$ cat src/rtl/calc_keypad_pkg.sv
// Package: calc_keypad_pkg
// Shared types and constants for the calculator keypad scanner.
//   scan_state_t : scanner FSM states
//   KEY_*        : key indices (row*4+col) of the operator keys
//   DIGIT_KEY    : key index for decimal digits 0..9
//   low_row()    : index of the lowest low (pressed) row in an active-low pattern
//   multi_low()  : true when more than one row of an active-low pattern is low
package calc_keypad_pkg;

  typedef enum logic [1:0] {SCAN, DEBOUNCE, VALID, RELEASE} scan_state_t;

  localparam logic [3:0] KEY_ADD  = 4'd3;
  localparam logic [3:0] KEY_SUB  = 4'd7;
  localparam logic [3:0] KEY_MULT = 4'd11;
  localparam logic [3:0] KEY_EQ   = 4'd12;
  localparam logic [3:0] KEY_NEG  = 4'd15;

  // Indexed by the digit value: DIGIT_KEY[0] is the key for '0'.
  localparam logic [3:0] DIGIT_KEY [10] = '{4'd13, 4'd0, 4'd1, 4'd2, 4'd4,
                                            4'd5, 4'd6, 4'd8, 4'd9, 4'd10};

  // Iterating from the top down lets the lowest low row overwrite the result.
  function automatic logic [1:0] low_row(input logic [3:0] rows);
    logic [1:0] idx;
    idx = 2'd0;
    for (int i = 3; i >= 0; i--) begin
      if (!rows[i]) idx = 2'(i);
    end
    return idx;
  endfunction

  function automatic logic multi_low(input logic [3:0] rows);
    logic [2:0] cnt;
    cnt = 3'd0;
    for (int i = 0; i < 4; i++) begin
      cnt = cnt + {2'b00, ~rows[i]};
    end
    return (cnt > 3'd1);
  endfunction

endpackage

$ cat src/rtl/keypad_row_sync.sv
// Module: keypad_row_sync
// Two-flop synchroniser for the asynchronous keypad row inputs.
//   clk      : system clock
//   nRST     : asynchronous active-low reset (outputs idle-high 4'hF)
//   row_in   : raw keypad rows, active low, asynchronous
//   row_sync : rows retimed into the clk domain
module keypad_row_sync (
  input  logic       clk,
  input  logic       nRST,
  input  logic [3:0] row_in,
  output logic [3:0] row_sync
);

  logic [3:0] meta;

  always_ff @(posedge clk or negedge nRST) begin
    if (!nRST) begin
      meta     <= 4'hF;
      row_sync <= 4'hF;
    end else begin
      meta     <= row_in;
      row_sync <= meta;
    end
  end

endmodule

$ cat src/rtl/keypad_scan_ctrl.sv
// Module: keypad_scan_ctrl
// Scans a 4x4 active-low keypad one column at a time, debounces a press,
// offers the key code once over a valid/read handshake, then waits for a
// debounced release before scanning again.
//   clk         : system clock
//   nRST        : asynchronous active-low reset
//   RowIn       : keypad rows, active low, asynchronous
//   ColOut      : keypad columns, one-cold
//   key_code    : row*4+col of the accepted key, valid while key_valid=1
//   key_valid   : debounced key available
//   key_read    : consumer accepts key_code
//   key_pressed : high from acceptance until the release is debounced
// Parameters: SCAN_DIV (clocks per column, >=3), DEBOUNCE_CYC (>=1).
// Build option: KEYPAD_MULTI_REJECT_EN - when defined, several low rows
// at once count as no press (and as a mismatch while debouncing).
module keypad_scan_ctrl
  import calc_keypad_pkg::*;
#(
  parameter int SCAN_DIV     = 4,
  parameter int DEBOUNCE_CYC = 8
) (
  input  logic       clk,
  input  logic       nRST,
  input  logic [3:0] RowIn,
  output logic [3:0] ColOut,
  output logic [3:0] key_code,
  output logic       key_valid,
  input  logic       key_read,
  output logic       key_pressed
);

  localparam int DW = $clog2(SCAN_DIV);
  localparam int BW = $clog2(DEBOUNCE_CYC + 1);
  localparam logic [DW-1:0] DWELL_LAST = DW'(SCAN_DIV - 1);
  localparam logic [BW-1:0] DEB_LAST   = BW'(DEBOUNCE_CYC - 1);

  logic [3:0]    rs;
  scan_state_t   state;
  logic [1:0]    col;
  logic [1:0]    col_inc;
  logic [1:0]    row_idx;
  logic [3:0]    row_pat;
  logic [DW-1:0] dwell;
  logic [BW-1:0] deb_cnt;
  logic          press_hit;
  logic          deb_match;

  keypad_row_sync u_row_sync (
    .clk      (clk),
    .nRST     (nRST),
    .row_in   (RowIn),
    .row_sync (rs)
  );

  // Two-bit column index wraps 3 -> 0 on its own.
  assign col_inc = col + 2'd1;

`ifdef KEYPAD_MULTI_REJECT_EN
  assign press_hit = (rs != 4'hF) && !multi_low(rs);
  assign deb_match = (rs == row_pat) && !multi_low(rs);
`else
  assign press_hit = (rs != 4'hF);
  assign deb_match = (rs == row_pat);
`endif

  always_ff @(posedge clk or negedge nRST) begin
    if (!nRST) begin
      state       <= SCAN;
      col         <= 2'd0;
      ColOut      <= 4'b1110;
      dwell       <= '0;
      deb_cnt     <= '0;
      row_idx     <= 2'd0;
      row_pat     <= 4'hF;
      key_code    <= 4'd0;
      key_valid   <= 1'b0;
      key_pressed <= 1'b0;
    end else begin
      case (state)
        SCAN: begin
          if (dwell == DWELL_LAST) begin
            // Last dwell clock: the synchronised rows have settled for this column.
            dwell <= '0;
            if (press_hit) begin
              row_idx <= low_row(rs);
              row_pat <= rs;
              deb_cnt <= '0;
              state   <= DEBOUNCE;
            end else begin
              col    <= col_inc;
              ColOut <= ~(4'b0001 << col_inc);
            end
          end else begin
            dwell <= dwell + 1'b1;
          end
        end

        DEBOUNCE: begin
          if (!deb_match) begin
            // Bounce or glitch: retry the same column from a fresh dwell.
            state   <= SCAN;
            dwell   <= '0;
            deb_cnt <= '0;
          end else if (deb_cnt == DEB_LAST) begin
            state       <= VALID;
            key_valid   <= 1'b1;
            key_code    <= {row_idx, col};
            key_pressed <= 1'b1;
            deb_cnt     <= '0;
          end else begin
            deb_cnt <= deb_cnt + 1'b1;
          end
        end

        VALID: begin
          // The code stays latched even if the key is let go before the read.
          if (key_read) begin
            key_valid <= 1'b0;
            deb_cnt   <= '0;
            state     <= RELEASE;
          end
        end

        RELEASE: begin
          if (rs != 4'hF) begin
            deb_cnt <= '0;
          end else if (deb_cnt == DEB_LAST) begin
            key_pressed <= 1'b0;
            col         <= col_inc;
            ColOut      <= ~(4'b0001 << col_inc);
            dwell       <= '0;
            deb_cnt     <= '0;
            state       <= SCAN;
          end else begin
            deb_cnt <= deb_cnt + 1'b1;
          end
        end

        default: state <= SCAN;
      endcase
    end
  end

endmodule

$ cat config.mk
export PLATFORM = sky130hd
export DESIGN_NAME = keypad_scan_ctrl
export DESIGN_NICKNAME = d
export VERILOG_FILES = /design/src/rtl/calc_keypad_pkg.sv /design/src/rtl/keypad_row_sync.sv /design/src/rtl/keypad_scan_ctrl.sv
export SDC_FILE = /design/constraint.sdc
export NUM_CORES = 1
export LEC_CHECK = 0
export CAP_MARGIN = 20
export CORE_ASPECT_RATIO = 0.75
export CORE_UTILIZATION = 35
export CTS_BUF_LIST = sky130_fd_sc_hd__clkbuf_4 sky130_fd_sc_hd__clkbuf_8
export DETAILED_ROUTE_END_ITERATION = 7
export DONT_BUFFER_PORTS = 1
export GPL_ROUTABILITY_DRIVEN = 0
export PLACE_DENSITY = 0.49
export RECOVER_POWER = 100
export SYNTH_ARGS = -nofsm -noshare
export SYNTH_HDL_FRONTEND = slang
export SYNTH_SLANG_ARGS = --single-unit
$ cat constraint.sdc
create_clock -name clk -period 2 [get_ports clk]
set_input_delay 0.2 -clock clk [delete_from_list [all_inputs] [get_ports clk]]
set_output_delay 0.2 -clock clk [all_outputs]
set_load 0.01 [all_outputs]
# Word-level counts from Yosys, hierarchy flattened

Index checks and enable logic that the tools add are counted.
Widths: inputs -> output; s select.

Bits in registers: 34
Bits of input ports: 7

Reduce and logical (&&, ||, !) cells: 13
Bitwise operators: 1
Multiplexer cells: 39
Add/sub/neg operators: 3
Equal/unequal tests: 17
Shift operators: 1

Operators with widths:

| kind                | number |
|---|---|
| $mux 4              | 10 |
| $mux 2              | 17 |
| $ne 2x2->1 const B  | 9 |
| $pmux 4 s4          | 1 |
| $reduce_and 5->1    | 2 |
| $reduce_and 3->1    | 3 |
| $pmux 2 s4          | 1 |
| $pmux 4 s2          | 1 |
| $reduce_and 4->1    | 2 |
| $eq 2x2->1 const B  | 3 |
| $pmux 2 s3          | 1 |
| $reduce_and 6->1    | 1 |
| $reduce_bool 2->1   | 3 |
| $mux 1              | 5 |
| $add 2x1->2 const B | 2 |
| $add 4x1->4 const B | 1 |
| $eq 4x3->1 const B  | 1 |
| $eq 4x4->1          | 1 |
| $ne 4x4->1 const B  | 1 |
| $not 4->4           | 1 |
| $pmux 1 s2          | 2 |
| $pmux 2 s2          | 1 |
| $shl 1x2->4 const A | 1 |
| $ne 3x3->1 const B  | 1 |
| 3 further kinds     | 3 |

# Longest topological paths before layout

Depth after elaboration: 6
Gate-level depth with buffers: 6

# Cells and area by module

Synthesis repeated with hierarchy kept, for this count alone.

Cells, all modules: 138
Area, all modules: 1670.4 um2

Modules (own cells, without submodules):

| module           | area an instance (um2) | cells each | seq. area each (um2) | instances |
|---|---|---|---|---|
| keypad_scan_ctrl | 1460.2                 | 130        | 659.4                | 1 |
| keypad_row_sync  | 210.2                  | 8          | 210.2                | 1 |

# Worst setup path before layout

Ideal clock, no wire load.

Path type: reg-to-reg
Start point: register u_row_sync.row_sync[1]
End point: register key_pressed
Cell stages (with the launch flop): 5
Arrival: 1.679 ns
Period minus slack after synthesis: 1.800 ns
Slack: 0.200 ns
Data required time: 1.879 ns
Setup time: 0.121 ns
Path through: dfstp_2 -> xor2_1 -> nor4_4 -> mux2_2 -> a22o_1

Longest elaborated chain between the ends: 3
Elaborated cells on any way between the ends: 5
Classes of those cells: 4 x eq/ne; 1 x reduce/logical

RTL lines:

| item                                            | RTL line                                        | source |
|---|---|---|
| from (decl)                                     | keypad_row_sync.sv:11                           | `output logic [3:0] row_sync` |
| from (signal assigned)                          | keypad_row_sync.sv:22                           | `row_sync <= meta;` |
| $eq 4x4->1 / $ne 4x4->1 (equally long branches) | keypad_scan_ctrl.sv:63, keypad_scan_ctrl.sv:125 |  |
| $ne 2x2->1 (no line)                            | --                                              |  |
| $reduce_and 5->1 (no line) *                    | --                                              |  |
| to (signal assigned)                            | keypad_scan_ctrl.sv:77                          | `key_pressed <= 1'b0;` |
| to (signal assigned)                            | keypad_scan_ctrl.sv:108                         | `key_pressed <= 1'b1;` |
| to (signal assigned)                            | keypad_scan_ctrl.sv:128                         | `key_pressed <= 1'b0;` |
| to (decl)                                       | keypad_scan_ctrl.sv:29                          | `output logic key_pressed` |

Every way passes the cells marked *; elsewhere a longest branch is shown, timed or not.
A chain may end at the register's enable or synchronous reset.

# Worst setup path after layout

Start point: register deb_cnt[0]
End point: register state[0]

Longest elaborated chain between the ends: 3
Elaborated cells on any way between the ends: 4
Classes of those cells: 3 x eq/ne; 1 x reduce/logical

RTL lines:

| item                                                      | RTL line                                         | source |
|---|---|---|
| from (decl)                                               | keypad_scan_ctrl.sv:44                           | `logic [BW-1:0] deb_cnt;` |
| from (signal assigned)                                    | keypad_scan_ctrl.sv:111                          | `deb_cnt <= deb_cnt + 1'b1;` |
| from (signal assigned)                                    | keypad_scan_ctrl.sv:135                          | `deb_cnt <= deb_cnt + 1'b1;` |
| $eq 4x3->1 *                                              | keypad_scan_ctrl.sv:104, keypad_scan_ctrl.sv:127 |  |
| $ne 3x3->1 (no line) / $ne 2x2->1 (equally long branches) | --                                               |  |
| $reduce_and 6->1 (no line) *                              | --                                               |  |
| to (signal assigned)                                      | keypad_scan_ctrl.sv:101                          | `state <= SCAN;` |
| to (signal assigned)                                      | keypad_scan_ctrl.sv:105                          | `state <= VALID;` |
| to (signal assigned)                                      | keypad_scan_ctrl.sv:133                          | `state <= SCAN;` |
| to (decl)                                                 | keypad_scan_ctrl.sv:38                           | `scan_state_t state;` |

Marks and branches as above.

==> results.yml <==
synthesis:
  synth_nets: 157
  synth_top_area_share_pct: 28.5
  syn_inst: 139
  synth_top_area_cell: "dfrtp_1"
  avgSynthCellArea_um2: 12.0
  synth_edf_count: 0
  syn_area_um2: 1670
  ys_seq_elements: 34
  ys_warn_count: 0
  synth_ff_type: "dfrtp_1"
  synthArstFlopShare_pct: 100
  synth.distinct_cells: 40
  seq_area_frac_synth_pct: 52.2
  synth_area_leaders: "dfrtp_1 29%, dfstp_2 24%, ha_1 8.3%"
timing:
  rsz0062_at_grt: "no"
  drv_slew: 0
  finalSetupViolations: 0
  final_hold_viol_count: 0
  tns_ps: 0
  fin_ws_ps: 154
  skew_ps: 6.78
  slew_headroom_pct: 44.1
  fmax_ghz: 0.542
  period_share_pct: 92.3
  period_minus_slack_ps: 1850
  tightest_slew_ps: 838
power_and_ir_drop:
  p_seq_share_pct: 51.9
  p_switching_mw: 0.316
  power_frac_comb_pct: 3.9
  leakagePower_nw: 0.870
  p_int_mw: 1.11
  clkPwrFrac_pct: 44.2
  ir_drop_mv: 0.469
  p_per_area_nw_per_um2: 743
  netSwitchingFraction_pct: 22.1
placed_design:
  numPortBuffers: 0
  dpl-instance-area_um2: 1760
  hpwlAfterDp_um: 2200
  place_ws_ps: 170
worst_setup_path:
  critical_path.max_fanout: 5
  cp.arrival_ps: 2010
  start_kind: "flip-flop"
  cp.required_ps: 2170
  reg2reg_slack_ps: 150
  crit_path_start: "deb_cnt[0]"
  crit_type: "reg2reg"
  end_kind: "flip-flop"
  r2r-start: "deb_cnt[0]"
clock_tree:
  clk-insertion-delay-late_ps: 290
  tritoncts: "built"
  htreeDepth: 2
  cts.sinks: 34
  cts_setup_buffers: 0
  clk_pin_slew_ps: 70
  numCtsBuffers: 5
  clock-root-buffer: "clkbuf_8"
  cts_max_path_buffers: 2
floorplanning:
  ioPinCount: 17
  initial_utilization_pct: 36.8
  die_y_um: 61.7
  rows: 21
  core_um2: 4520
  die_width_um: 81.7
  dieArea_um2: 5040
global_route:
  grt_overflow_total: 0
  grt_pass1_wl_um: 4970
  grt_pass1_vias: 1032
  grt_usage_pct: 13.9
  grt_antenna_before_repair: 0
  grt_max_degree: 35
cells_and_area:
  fillers: 425
  num_antenna_cells: 0
  finish.instance_area_um2: 1920
  syn_to_final_growth_pct: 15.3
  multi_input_area_um2: 732
  final_nets: 172
  drive_above_1_share_pct: 23.9
  post-route-util_pct: 42.5
  final-seq-area_um2: 870
detailed_routing:
  via_count: 1073
  routed_wirelength_um: 3070
  drtPass1Iterations: 4
  post_drt_via_cell_ratio: 5.06
  ant_nets: 0
  drc: 0
  routedWlPerCell_um: 14.5
  drtIter0Drc: 67
flow_run:
  max-cap-violations: 0
run_status:
  status: "completed"
worst_hold_path:
  min_from: "key_read"
  min_path_type: "in2reg"
-- Yosys cell counts, drive strengths merged (4+ instances only) --
cell / count
dfrtp: 19
dfstp: 15
ha: 11
inv: 13
mux2: 9
mux2i: 8
nand2: 12
nor2: 6
o21ai: 4
xor2: 4
-- what timing repair did --
item,4_1_cts,5_1_grt
setup endpoints to repair,0,0
gates resized for setup,0,0
hold buffers,6,0
hold endpoints to repair,38,0
-- through the flow --
| stage | std cells | power [mW] | hold WS (ps) |
|---|---|---|---|
| 3_3_place_gp | 198 | 0.789 | -94.3 |
| 3_5_place_dp | 198 | 0.792 | -94.7 |
| 2_1_floorplan | 139 | 0.778 | -95.6 |
| 6_report | 212 | 1.43 | 102 |
| 5_1_grt | 212 | 1.49 | 101 |
| 4_1_cts | 212 | 1.46 | 98.2 |
-- worst max-delay path: stages, from the launching register on --
cell and delay, ps:
dfrtp_1 450, ha_1 280, nand3b_1 250, o21a_1 300, a311o_2 330, mux2i_1 120
-- logic make-up after synthesis --
| group | count (synthesis) | synth area share [%] |
|---|---|---|
| compound gates | 25 | 12.1 |
| buf+inv | 15 | 3.53 |
| simple gates | 32 | 10.4 |
| flops | 34 | 52.2 |
| mux | 17 | 10.9 |
| xor+xnor | 5 | 2.63 |
| fa+ha+maj | 11 | 8.26 |
-- final timing paths --
path / to / cells past startpoint
worst min register to register: u_row_sync.row_sync[3] / 0
worst max-delay path: state[0] / 5
max in group asynchronous: col[0] / 2
min in group asynchronous: row_idx[0] / 2
worst max register to register: state[0] / 5
worst min-delay path: key_valid / 2
-- area by class of cell --
type | count | area share (%)
Sequential cell | 34 | 45.3
Inverter | 13 | 2.54
Timing Repair Buffer | 10 | 4.43
Tap cell | 57 | 3.72
Clock inverter | 3 | 2.28
Multi-Input combinational cell | 90 | 38.1
Clock buffer | 5 | 3.59
-- flip-flops by register name (all words and copies together), names as in the netlist, 2 cells and up, named ones only --
| name | cells |
|---|---|
| ColOut | 4 |
| u_row_sync.meta | 4 |
| u_row_sync.row_sync | 4 |
| dwell | 2 |
| row_pat | 4 |
| deb_cnt | 4 |
| row_idx | 2 |
| col | 2 |
| key_code | 4 |
-- cells in the final DEF, fill, tap and decap left out, drive strengths merged, types with 2 or more instances in the layout --
master / netlist / final
a221oi: 2 / 2
dfstp: 15 / 15
a31oi: 3 / 3
a21oi: 3 / 3
inv: 13 / 14
mux2i: 8 / 8
buf: 1 / 4
nand3: 3 / 3
nor3: 3 / 3
mux2: 9 / 9
dfrtp: 19 / 19
nand2: 12 / 12
o21ai: 4 / 4
xor2: 4 / 4
nand2b: 2 / 2
clkbuf: 1 / 6
dlygate4sd3: 0 / 5
ha: 11 / 11
nor2: 6 / 6
-- power groups by stage --
stage / clock [mW] / sequential (mW) / combinational [mW]
floorplan: 0 / 0.749 / 0.0287
global placement: 0 / 0.754 / 0.0352
detailed placement: 0 / 0.756 / 0.0362
CTS: 0.649 / 0.744 / 0.0625
global route: 0.681 / 0.744 / 0.0642
finish: 0.630 / 0.741 / 0.0562
-- metal layers --
metal,GRT usage (%),up-vias,wire length [µm]
li1,-,521,-
met1,18.5,519,1430
met2,20.4,29,1400
met3,4.53,4,204
met4,7.52,0,31
met5,0,-,0
Note: power is estimated with default switching activity, not from simulation.
